## src/rtl/beat_recorder_bank_if.sv

```systemverilog
// Key/button inputs and buzzer/status outputs of beat_recorder_bank.
// master drives the keyboard side; slave is the recorder itself.
interface beat_recorder_bank_if #(
    parameter int CODE_W    = 7,
    parameter int NUM_SLOTS = 3
);
    localparam int SW = (NUM_SLOTS > 1) ? $clog2(NUM_SLOTS) : 1;

    logic [CODE_W-1:0] key_code;
    logic              rec_btn;
    logic              play_btn;
    logic [SW-1:0]     slot_sel;
    logic [CODE_W-1:0] audio_code;
    logic              recording;
    logic              playing;
    logic              done;
    logic              full;

    modport master (
        output key_code, rec_btn, play_btn, slot_sel,
        input  audio_code, recording, playing, done, full
    );

    modport slave (
        input  key_code, rec_btn, play_btn, slot_sel,
        output audio_code, recording, playing, done, full
    );
endinterface

```

## src/rtl/beat_recorder_bank.sv

```systemverilog
// Multi-bank run-length recorder/player for keyboard note codes.
// Entries are {code, dur}; dur counts ticks of TICK_DIV clocks.
module beat_recorder_bank #(
    parameter int NUM_SLOTS = 3,
    parameter int DEPTH     = 64,
    parameter int CODE_W    = 7,
    parameter int DUR_W     = 12,
    parameter int TICK_DIV  = 50000
) (
    input logic clock,
    input logic resetn,
    beat_recorder_bank_if.slave bus
);
    localparam int SW = (NUM_SLOTS > 1) ? $clog2(NUM_SLOTS) : 1;
    localparam int PW = $clog2(DEPTH);
    localparam int LW = $clog2(DEPTH + 1);
    localparam int AW = $clog2(NUM_SLOTS * DEPTH);
    localparam int TW = (TICK_DIV > 1) ? $clog2(TICK_DIV) : 1;
    localparam int EW = CODE_W + DUR_W;
    localparam logic [DUR_W-1:0] DUR_MAX = '1;

    typedef enum logic [2:0] {
        S_IDLE,
        S_REC,
        S_SCAN,
        S_HOLD,
        S_END
    } state_t;

    state_t            state;
    logic [EW-1:0]     mem [NUM_SLOTS*DEPTH];
    logic [EW-1:0]     rd_data;
    logic [CODE_W-1:0] rd_code;
    logic [DUR_W-1:0]  rd_dur;
    logic [LW-1:0]     len_q [NUM_SLOTS];
    logic [SW-1:0]     slot_q;
    logic [SW-1:0]     sel_eff;
    logic [TW-1:0]     cnt;
    logic              tick;
    logic [LW-1:0]     ptr;
    logic [CODE_W-1:0] hold_code;
    logic [CODE_W-1:0] play_code;
    logic [DUR_W-1:0]  dur;
    logic [DUR_W-1:0]  remain;
    logic              recording_q;
    logic              playing_q;
    logic              done_q;
    logic              full_q;

    logic              rec_chg;
    logic              rec_sat;
    logic              rec_flush;
    logic              last_slot;
    logic              wr_en;
    logic [EW-1:0]     wr_data;
    logic [AW-1:0]     wr_addr;
    logic [AW-1:0]     rd_addr;

    function automatic logic [AW-1:0] addr_of(
        input logic [SW-1:0] s,
        input logic [LW-1:0] i
    );
        return AW'(s) * AW'(DEPTH) + AW'(i[PW-1:0]);
    endfunction

    assign sel_eff = (int'(bus.slot_sel) >= NUM_SLOTS) ? '0 : bus.slot_sel;
    assign tick    = (cnt == TW'(TICK_DIV - 1));
    assign rd_code = rd_data[EW-1:DUR_W];
    assign rd_dur  = rd_data[DUR_W-1:0];

    assign rec_chg   = (bus.key_code != hold_code);
    assign rec_sat   = tick && (dur == DUR_MAX);
    assign rec_flush = (dur != '0) || (hold_code != '0);
    assign last_slot = (ptr == LW'(DEPTH - 1));

    // A saturating write stores dur itself, which is then DUR_MAX.
    always_comb begin
        wr_en   = 1'b0;
        wr_data = {hold_code, dur};
        if (state == S_REC) begin
            if (bus.rec_btn) wr_en = rec_flush;
            else             wr_en = rec_chg || rec_sat;
        end
    end

    // In PLAY the read port runs one entry ahead of the one being held.
    assign wr_addr = addr_of(slot_q, ptr);
    assign rd_addr = (state == S_IDLE) ? addr_of(sel_eff, '0)
                                       : addr_of(slot_q, ptr);

    always_ff @(posedge clock) begin
        if (wr_en) mem[wr_addr] <= wr_data;
        rd_data <= mem[rd_addr];
    end

    always_ff @(posedge clock or negedge resetn) begin
        if (!resetn) begin
            state       <= S_IDLE;
            slot_q      <= '0;
            cnt         <= '0;
            ptr         <= '0;
            hold_code   <= '0;
            play_code   <= '0;
            dur         <= '0;
            remain      <= '0;
            recording_q <= 1'b0;
            playing_q   <= 1'b0;
            done_q      <= 1'b0;
            full_q      <= 1'b0;
            for (int i = 0; i < NUM_SLOTS; i++) len_q[i] <= '0;
        end else begin
            done_q <= 1'b0;
            full_q <= 1'b0;
            cnt    <= tick ? '0 : cnt + 1'b1;
            unique case (state)
                S_IDLE: begin
                    play_code <= '0;
                    if (bus.rec_btn) begin
                        state       <= S_REC;
                        slot_q      <= sel_eff;
                        ptr         <= '0;
                        dur         <= '0;
                        hold_code   <= '0;
                        cnt         <= '0;
                        recording_q <= 1'b1;
                    end else if (bus.play_btn) begin
                        slot_q <= sel_eff;
                        if (len_q[sel_eff] == '0) begin
                            done_q <= 1'b1;
                        end else begin
                            state     <= S_SCAN;
                            ptr       <= LW'(1);
                            cnt       <= '0;
                            playing_q <= 1'b1;
                        end
                    end
                end
                S_REC: begin
                    if (bus.rec_btn) begin
                        len_q[slot_q] <= rec_flush ? ptr + 1'b1 : ptr;
                        state         <= S_IDLE;
                        recording_q   <= 1'b0;
                    end else if (wr_en) begin
                        ptr <= ptr + 1'b1;
                        dur <= '0;
                        if (rec_chg) hold_code <= bus.key_code;
                        if (last_slot) begin
                            len_q[slot_q] <= LW'(DEPTH);
                            full_q        <= 1'b1;
                            state         <= S_IDLE;
                            recording_q   <= 1'b0;
                        end
                    end else if (tick) begin
                        dur <= dur + 1'b1;
                    end
                end
                // rd_data holds entry ptr-1 here
                S_SCAN: begin
                    if (bus.play_btn) begin
                        state     <= S_IDLE;
                        playing_q <= 1'b0;
                    end else if (rd_dur == '0) begin
                        if (ptr == len_q[slot_q]) begin
                            play_code <= '0;
                            done_q    <= 1'b1;
                            state     <= S_END;
                        end else begin
                            ptr <= ptr + 1'b1;
                        end
                    end else begin
                        play_code <= rd_code;
                        remain    <= rd_dur;
                        cnt       <= '0;
                        state     <= S_HOLD;
                    end
                end
                // rd_data holds entry ptr (the next one) here
                S_HOLD: begin
                    if (bus.play_btn) begin
                        state     <= S_IDLE;
                        playing_q <= 1'b0;
                    end else if (tick) begin
                        if (remain != DUR_W'(1)) begin
                            remain <= remain - 1'b1;
                        end else if (ptr == len_q[slot_q]) begin
                            play_code <= '0;
                            done_q    <= 1'b1;
                            state     <= S_END;
                        end else begin
                            ptr <= ptr + 1'b1;
                            if (rd_dur == '0) begin
                                state <= S_SCAN;
                            end else begin
                                play_code <= rd_code;
                                remain    <= rd_dur;
                                cnt       <= '0;
                            end
                        end
                    end
                end
                S_END: begin
                    state     <= S_IDLE;
                    playing_q <= 1'b0;
                end
                default: state <= S_IDLE;
            endcase
        end
    end

    assign bus.audio_code = playing_q ? play_code : bus.key_code;
    assign bus.recording  = recording_q;
    assign bus.playing    = playing_q;
    assign bus.done       = done_q;
    assign bus.full       = full_q;
endmodule
```

## src/flat_wrapper.sv

```systemverilog
// flat-port wrapper written by rule: the top's interface ports become plain ports
module beat_recorder_bank_flat 
#(
    parameter int NUM_SLOTS = 3,
    parameter int DEPTH     = 64,
    parameter int CODE_W    = 7,
    parameter int DUR_W     = 12,
    parameter int TICK_DIV  = 50000
)
  (clock, resetn, bus_key_code, bus_rec_btn, bus_play_btn, bus_slot_sel, bus_audio_code, bus_recording, bus_playing, bus_done, bus_full);
  beat_recorder_bank_if #(.CODE_W(CODE_W), .NUM_SLOTS(NUM_SLOTS)) bus_i ();
  input logic clock;
  input logic resetn;
  input wire logic [$bits(bus_i.key_code)-1:0] bus_key_code;
  input wire logic [$bits(bus_i.rec_btn)-1:0] bus_rec_btn;
  input wire logic [$bits(bus_i.play_btn)-1:0] bus_play_btn;
  input wire logic [$bits(bus_i.slot_sel)-1:0] bus_slot_sel;
  output wire logic [$bits(bus_i.audio_code)-1:0] bus_audio_code;
  output wire logic [$bits(bus_i.recording)-1:0] bus_recording;
  output wire logic [$bits(bus_i.playing)-1:0] bus_playing;
  output wire logic [$bits(bus_i.done)-1:0] bus_done;
  output wire logic [$bits(bus_i.full)-1:0] bus_full;
  assign bus_i.key_code = bus_key_code;
  assign bus_i.rec_btn = bus_rec_btn;
  assign bus_i.play_btn = bus_play_btn;
  assign bus_i.slot_sel = bus_slot_sel;
  assign bus_audio_code = bus_i.audio_code;
  assign bus_recording = bus_i.recording;
  assign bus_playing = bus_i.playing;
  assign bus_done = bus_i.done;
  assign bus_full = bus_i.full;
  beat_recorder_bank #(.NUM_SLOTS(NUM_SLOTS), .DEPTH(DEPTH), .CODE_W(CODE_W), .DUR_W(DUR_W), .TICK_DIV(TICK_DIV)) u_core (.clock(clock), .resetn(resetn), .bus(bus_i));
endmodule
```

## config.mk

```make
export PLATFORM = sky130hd
export DESIGN_NAME = beat_recorder_bank_flat
export DESIGN_NICKNAME = d
export VERILOG_FILES = /design/src/rtl/beat_recorder_bank_if.sv /design/src/rtl/beat_recorder_bank.sv /design/src/flat_wrapper.sv
export SDC_FILE = /design/constraint.sdc
export NUM_CORES = 2
export LEC_CHECK = 0
export ABC_AREA = 1
export BUFFER_PORTS_ARGS = -buffer_cell sky130_fd_sc_hd__buf_2
export CAP_MARGIN = 20
export CELL_PAD_IN_SITES_DETAIL_PLACEMENT = 2
export CELL_PAD_IN_SITES_GLOBAL_PLACEMENT = 2
export CORE_UTILIZATION = 30
export DETAILED_ROUTE_END_ITERATION = 6
export PLACE_DENSITY_LB_ADDON = 0.1
export SLEW_MARGIN = 20
export SYNTH_ARGS = -nofsm -noshare
export SYNTH_HDL_FRONTEND = slang
export SYNTH_SLANG_ARGS = --single-unit
```

## constraint.sdc

```tcl
create_clock -name clock -period 8.28 [get_ports clock]
set_input_delay 0.414 -clock clock [delete_from_list [all_inputs] [get_ports clock]]
set_output_delay 0.414 -clock clock [all_outputs]
set_load 0.02 [all_outputs]
```

=== After elaboration in Yosys (flattened, before gate mapping) ===
Memory sizes are Yosys's and may differ from the RTL's. A register that Yosys moved wholly into a read port is not among the register bits.
Index checks and enable logic that the tools add are counted.

* $add $sub $neg: 5
* $mul: 0
* Div/mod/pow operators: 0
* Magnitude comparators: 4
* Eq/ne operators: 35
* Shift operators: 0
* Mux-type cells: 110
* Bitwise operators: 5
* Reductions and logical operators: 28

{| class="wikitable"
|+ Operator list
! operator !! number
|-
| 7-bit 2-to-1 mux || 30
|-
| 16-bit 2-to-1 mux || 10
|-
| 12-bit 2-to-1 mux || 10
|-
| 21-bit 2-to-1 mux || 3
|-
| 12-bit case mux with 2 select lines || 2
|-
| 16-bit case mux with 3 select lines || 1
|-
| 3-bit 2-to-1 mux || 14
|-
| 7-bit binary-select mux with 2-bit select || 2
|-
| 7-bit case mux with 4 select lines || 1
|-
| 1-bit 2-to-1 mux || 25
|-
| 21-bit bitwise mux || 1
|-
| 7-bit case mux with 3 select lines || 1
|-
| 18-bit AND || 1
|-
| 3-bit != test, second input constant || 6
|-
| 18-bit inverter || 1
|-
| 16-bit by 1-bit adder with 16-bit output, second input constant || 1
|-
| 16-bit == test, second input constant || 1
|-
| 2-bit != test, second input constant || 8
|-
| 5-bit AND reduction || 3
|-
| 7-bit demux with 2-bit select || 1
|-
| 7-bit case mux with 2 select lines || 1
|-
| 12-bit by 1-bit adder with 12-bit output, second input constant || 1
|-
| 12-bit == test, second input constant || 1
|-
| 12-bit zero test || 1
|-
| 41 further kinds || 61
|}

* Bits in registers: 91
* Latch bits: 0
* RAM bits: 3,648
* Bits in read-only memories: 0
* Input port bits: 13
* Output and inout bits: 11
* Word-level logic and storage cells: 203
* Memories: 1

{| class="wikitable"
|+ Memories
! name !! words !! width !! rd ports !! clocked after Yosys merged registers in !! wr ports !! RTL line !! RTL
|-
| u_core.mem || 192 || 19 || 1 || 1 || 1 || beat_recorder_bank.sv:31 || <nowiki>logic [EW-1:0] mem [NUM_SLOTS*DEPTH];</nowiki>
|}

=== Depth between registers and ports, before layout ===
* Depth after elaboration: 11
* Mapped depth: 16
* Gate-level depth less buffers: 15

=== Least setup slack after synthesis ===
No wires, ideal clock.

* Path type: register -> register
* From: reg u_core.dur[0]
* To: mem u_core.mem[102][0] (netlist bit), enable pin
* Library setup time: 0.395 ns
* Arrival: 5.430 ns
* Required time: 7.885 ns
* Setup slack: 2.455 ns
* Cell stages (with the launch flop): 14
* Path buffers: 2
* Period minus slack after synthesis: 5.825 ns
* Cells stage by stage: dfrtp_1 ha_1 nand3_1 inv_1 nand4_1 nor2_1 nand4_1 nand3_1 nand3_1 inv_1 buf_2 nand4_1 buf_2 nor2_1

* Word-level cells in the longest chain between the ends: 7
* Elaborated cells on any way between the ends: 9
* Those cells by class: 1 x eq/ne; 4 x mux; 4 x reduce/logical

{| class="wikitable"
|+ Ends and longest elaborated chain
! what !! RTL line !! RTL
|-
| start, declared || beat_recorder_bank.sv:43 || <nowiki>logic [DUR_W-1:0] dur;</nowiki>
|-
| start signal, assigned || beat_recorder_bank.sv:154 || <nowiki>dur <= dur + 1'b1;</nowiki>
|-
| 12-bit == test || beat_recorder_bank.sv:72 || <nowiki>assign rec_sat = tick && (dur == DUR_MAX);</nowiki>
|-
| 1-bit logical AND || beat_recorder_bank.sv:72 ||
|-
| 1-bit logical OR || beat_recorder_bank.sv:82 || <nowiki>else wr_en = rec_chg || rec_sat;</nowiki>
|-
| 1-bit 2-to-1 mux * || beat_recorder_bank.sv:81 || <nowiki>if (bus.rec_btn) wr_en = rec_flush;</nowiki>
|-
| 1-bit 2-to-1 mux * || beat_recorder_bank.sv:80 || <nowiki>if (state == S_REC) begin</nowiki>
|-
| 1-bit 2-to-1 mux * || beat_recorder_bank.sv:92 || <nowiki>if (wr_en) mem[wr_addr] <= wr_data;</nowiki>
|-
| 1-bit 2-to-1 mux (implied by the code) * || beat_recorder_bank.sv:92 ||
|-
| end, declared || beat_recorder_bank.sv:31 ||
|}

Every way passes the cells marked *; elsewhere a longest branch is shown, timed or not.

=== Final worst setup path ===
* From: reg u_core.dur[0]
* To: mem u_core.mem[110][4] (netlist bit), enable pin

Same word-level chain as after synthesis.

==> flow_metrics.env <==
export IMPL_dpl_hpwl_mm=362
export IMPL_die_w_um=733
export IMPL_seqPwrFrac_pct=36.1
export IMPL_pin_count=24
export IMPL_arrival_ns=6.17
export IMPL_hold_buffers=17
export IMPL_core_area_um2=530000
export IMPL_combPwrFrac_pct=31.6
export IMPL_min_period_over_period_pct=67.3
export IMPL_clock_latency_ns=1.03
export IMPL_gp_congestion=0.815
export IMPL_fmaxAchievable_mhz=180
export IMPL_cts_buffers=442
export IMPL_timing_rr_start="u_core.dur[0]$_DFFE_PN0P_"
export IMPL_met2_wirelength_mm=299
export IMPL_status="finished clean"
export IMPL_rr_worst_depth=12
export IMPL_place_inst=20300
export IMPL_switching_share_pct=38.7
export IMPL_start_util_pct=30.2
export IMPL_die_h_um=733
export IMPL_ir_drop_uv=298
export IMPL_min_to="u_core.hold_code[6]$_DFFE_PN0P_"
export IMPL_num_rows=267
export IMPL_p_sw_w=0.0233
export IMPL_synth_avg_cell_area_um2=11.5
export IMPL_hold_class="input pin to flop"
export IMPL_top_layer_used="met5"
export IMPL_period_minus_slack_ns=5.57
export IMPL_fin_setup_tns_ns=0
export IMPL_grt_max_degree=161
export IMPL_critPathKind="flop to flop"
export IMPL_yosysWarnings=0
export IMPL_synth_area_um2=160000
export IMPL_whs_path_depth=4
export IMPL_drive_gt1_share_pct=9.77
export IMPL_route_detailed_drc=0
export IMPL_synth_cells=13900
export IMPL_nets=13800
export IMPL_vias=109000
export IMPL_hp_start="bus_key_code[6]"
export IMPL_cts_tree="built"
export IMPL_wl_met1_mm=278
export IMPL_route_met3_wl_mm=21.5
export IMPL_antenna_found_initial=27
export IMPL_yosys_register_bits=3758
export IMPL_intPower_w=0.0369
export IMPL_p_clk_share_pct=32.2
export IMPL_yosys_top_cells_area="edfxtp_1, nand3_1, nand2_1"
export IMPL_finalNonFillerCells=21100
export IMPL_synth_distinct_cells=48
export IMPL_drt_first_pass_iters=6
export IMPL_io_buffer_count=23
export IMPL_cts_setup_buffers=0
export IMPL_route_detailed_wl_per_inst_um=29.3
export IMPL_cap_viol_max_count=0
export IMPL_tightest_slew_ns=1.13
export IMPL_viasPerCell=5.16
export IMPL_area_delta_synth_final_pct=14.4
export IMPL_regToRegEndpoint="u_core.mem[110][4]$_DFFE_PP_"
export IMPL_cts_root_buf="clkbuf_16"
export IMPL_yosysTopAreaCell="edfxtp_1"
export IMPL_endpoint_kind="flop"
export IMPL_ant_nets=0
export IMPL_synth_top_cell_area_share_pct=68.4
export IMPL_setup_viol=0
export IMPL_async_flop_share_pct=2.42
export IMPL_clk_path_buf_depth=4
export IMPL_ctsResizeCount=0
export IMPL_worst_endpoint_required_ns=8.88
export IMPL_gr_total_overflow=0
export IMPL_drv_slew=0
export IMPL_dieArea_um2=537000
export IMPL_drt_iter0_drc=7638
export IMPL_skew_ns=0.0684
export IMPL_htree_levels=5
export IMPL_slew_headroom_pct=24.7
export IMPL_synth_fp_nets=13900
export IMPL_timing_reg2reg_setup_slack_ns=2.71
export IMPL_grt_pass1_wl_mm=882
export IMPL_synth_edf_count=3648
export IMPL_cts_sinks=3758
export IMPL_routed_wirelength_mm=619
export IMPL_startpoint_type="flop"
export IMPL_p_leak_nw=67.0
export IMPL_worstPathMaxFanout=61
export IMPL_finalHoldViolCount=0
export IMPL_grtUsageTotal_pct=22.5
export IMPL_clk_pin_slew_ns=0.06
export IMPL_synth_ff_type="edfxtp_1"
export IMPL_grt_pass1_vias=118000
export IMPL_rsz0062_at_grt="no"
export IMPL_power_density_nw_per_um2=329
export IMPL_seq_area_frac_synth_pct=70.1
==> cells in the final DEF, fill, tap and decap left out, types with 170 or more instances in the layout <==
| cell type | count |
|---|---|
| nand3_1 | 2921 |
| inv_1 | 1305 |
| o211ai_1 | 314 |
| nand2_1 | 2851 |
| nand3b_1 | 669 |
| or2_2 | 170 |
| edfxtp_1 | 3648 |
| buf_4 | 251 |
| clkbuf_16 | 444 |
| o22ai_1 | 171 |
==> how the worst max path moves through the flow <==
stage | startpoint | endpoint | slack [ns] | cells past startpoint
final | u_core.dur[0]$_DFFE_PN0P_ | u_core.mem[110][4]$_DFFE_PP_ | 2.71 | 12
after global routing | u_core.dur[0]$_DFFE_PN0P_ | u_core.mem[110][4]$_DFFE_PP_ | 2.48 | 12
after CTS | u_core.dur[0]$_DFFE_PN0P_ | u_core.mem[158][3]$_DFFE_PP_ | 2.58 | 12
after detailed placement | u_core.dur[0]$_DFFE_PN0P_ | u_core.mem[158][3]$_DFFE_PP_ | 2.62 | 12
after global placement | u_core.dur[0]$_DFFE_PN0P_ | u_core.mem[100][6]$_DFFE_PP_ | 2.28 | 12
after floorplan | u_core.dur[0]$_DFFE_PN0P_ | u_core.mem[102][0]$_DFFE_PP_ | 2.46 | 13
==> Yosys cell counts, types with 2 or more instances <==
| cell | n |
|---|---|
| edfxtp_1 | 3648 |
| nand3_1 | 2925 |
| nand2_1 | 2858 |
| inv_1 | 1307 |
| nand3b_1 | 669 |
| buf_2 | 458 |
| clkbuf_1 | 369 |
| o211ai_1 | 314 |
| nor2_1 | 277 |
| o22ai_1 | 171 |
| or2_2 | 170 |
| o21ai_0 | 161 |
| o21ai_1 | 94 |
| dfrtp_1 | 91 |
| buf_1 | 89 |
| or2_1 | 83 |
| nand4_1 | 37 |
| xor2_1 | 20 |
| dfxtp_1 | 19 |
| a21oi_1 | 14 |
| buf_4 | 13 |
| inv_2 | 12 |
| nor3_1 | 11 |
| ha_1 | 9 |
| nor4_1 | 9 |
| clkbuf_2 | 7 |
| o21ai_2 | 7 |
| xnor2_1 | 5 |
| mux2_2 | 4 |
| nand2_2 | 4 |
| nor2_2 | 4 |
| a211oi_1 | 3 |
| clkinv_1 | 3 |
| nor2_4 | 3 |
| a22oi_1 | 2 |
| buf_6 | 2 |
| nand2_4 | 2 |
| nand3_2 | 2 |
==> area by class of cell <==
cell class                      instances  area (µm²)
Antenna cell                            8        20.0
Clock buffer                          553       11600
Clock inverter                        261        2550
Fill cell                           55100      347000
Inverter                             1323        5010
Multi-Input combinational cell       7867       39700
Sequential cell                      3758      112000
Tap cell                             6994        8750
Timing Repair Buffer                  349        3270
==> sequential cells by signal (all words and copies together) (netlist names), 2 cells and up <==
| signal | cells |
|---|---|
| u_core.play_code | 7 |
| u_core.state | 3 |
| u_core.len_q | 21 |
| u_core.ptr | 7 |
| u_core.mem | 3648 |
| u_core.cnt | 16 |
| u_core.dur | 12 |
| u_core.hold_code | 7 |
| u_core.slot_q | 2 |
| u_core.rd_data | 19 |
| u_core.remain | 12 |
==> cell families (layout without fill, tap and decap cells) <==
kind of cell	Yosys count	count (layout)	synth area share, %
simple gates	7055	7055	20.9
xor+xnor	25	25	0.137
other cells	0	8	0
compound gates	774	774	3.09
mux	4	4	0.0281
flops	3758	3758	70.1
fa+ha+maj	9	9	0.0703
buf+inv	2261	2486	5.70
==> worst max-delay path: stages (launching register included) <==
cell and delay [ns]:
dfrtp_4 0.96, ha_1 0.38, nand3_1 0.15, inv_1 0.16
nand4_1 0.16, nor2_1 0.22, nand4_1 0.21, nand3_1 0.21
nand3_1 0.17, inv_1 0.18, buf_4 0.27, nand3_2 0.87
nor2_2 1.19
==> power by group through the flow <==
stage | Combinational, W | Sequential (W) | Clock, W
2_1_floorplan | 0.0111 | 0.0221 | 0
3_3_place_gp | 0.0189 | 0.0222 | 0
3_5_place_dp | 0.0193 | 0.0222 | 0
4_1_cts | 0.0194 | 0.0218 | 0.0199
5_1_grt | 0.0206 | 0.0218 | 0.0205
6_report | 0.0190 | 0.0218 | 0.0194
==> metrics by stage <==
stage | hold WS, ns | setup WS, ns | total power (W) | util [%] | instance area, µm²
after CTS | 0.153 | 2.58 | 0.0611 | 34.5 | 183000
after floorplan | 0.118 | 2.46 | 0.0332 | - | 160000
after detailed placement | 0.471 | 2.62 | 0.0415 | 31.8 | 169000
final | 0.253 | 2.71 | 0.0602 | 34.5 | 183000
after global routing | 0.245 | 2.48 | 0.0629 | 34.5 | 183000
after global placement | 0.451 | 2.28 | 0.0411 | 31.8 | 168000
==> layer usage <==
metal,global-route usage (%),vias up
met4,6.45,2
met3,2.48,758
met5,0,-
li1,-,48400
met1,30.1,58000
met2,38.5,1865
Note: power is estimated with default switching activity, not from simulation.
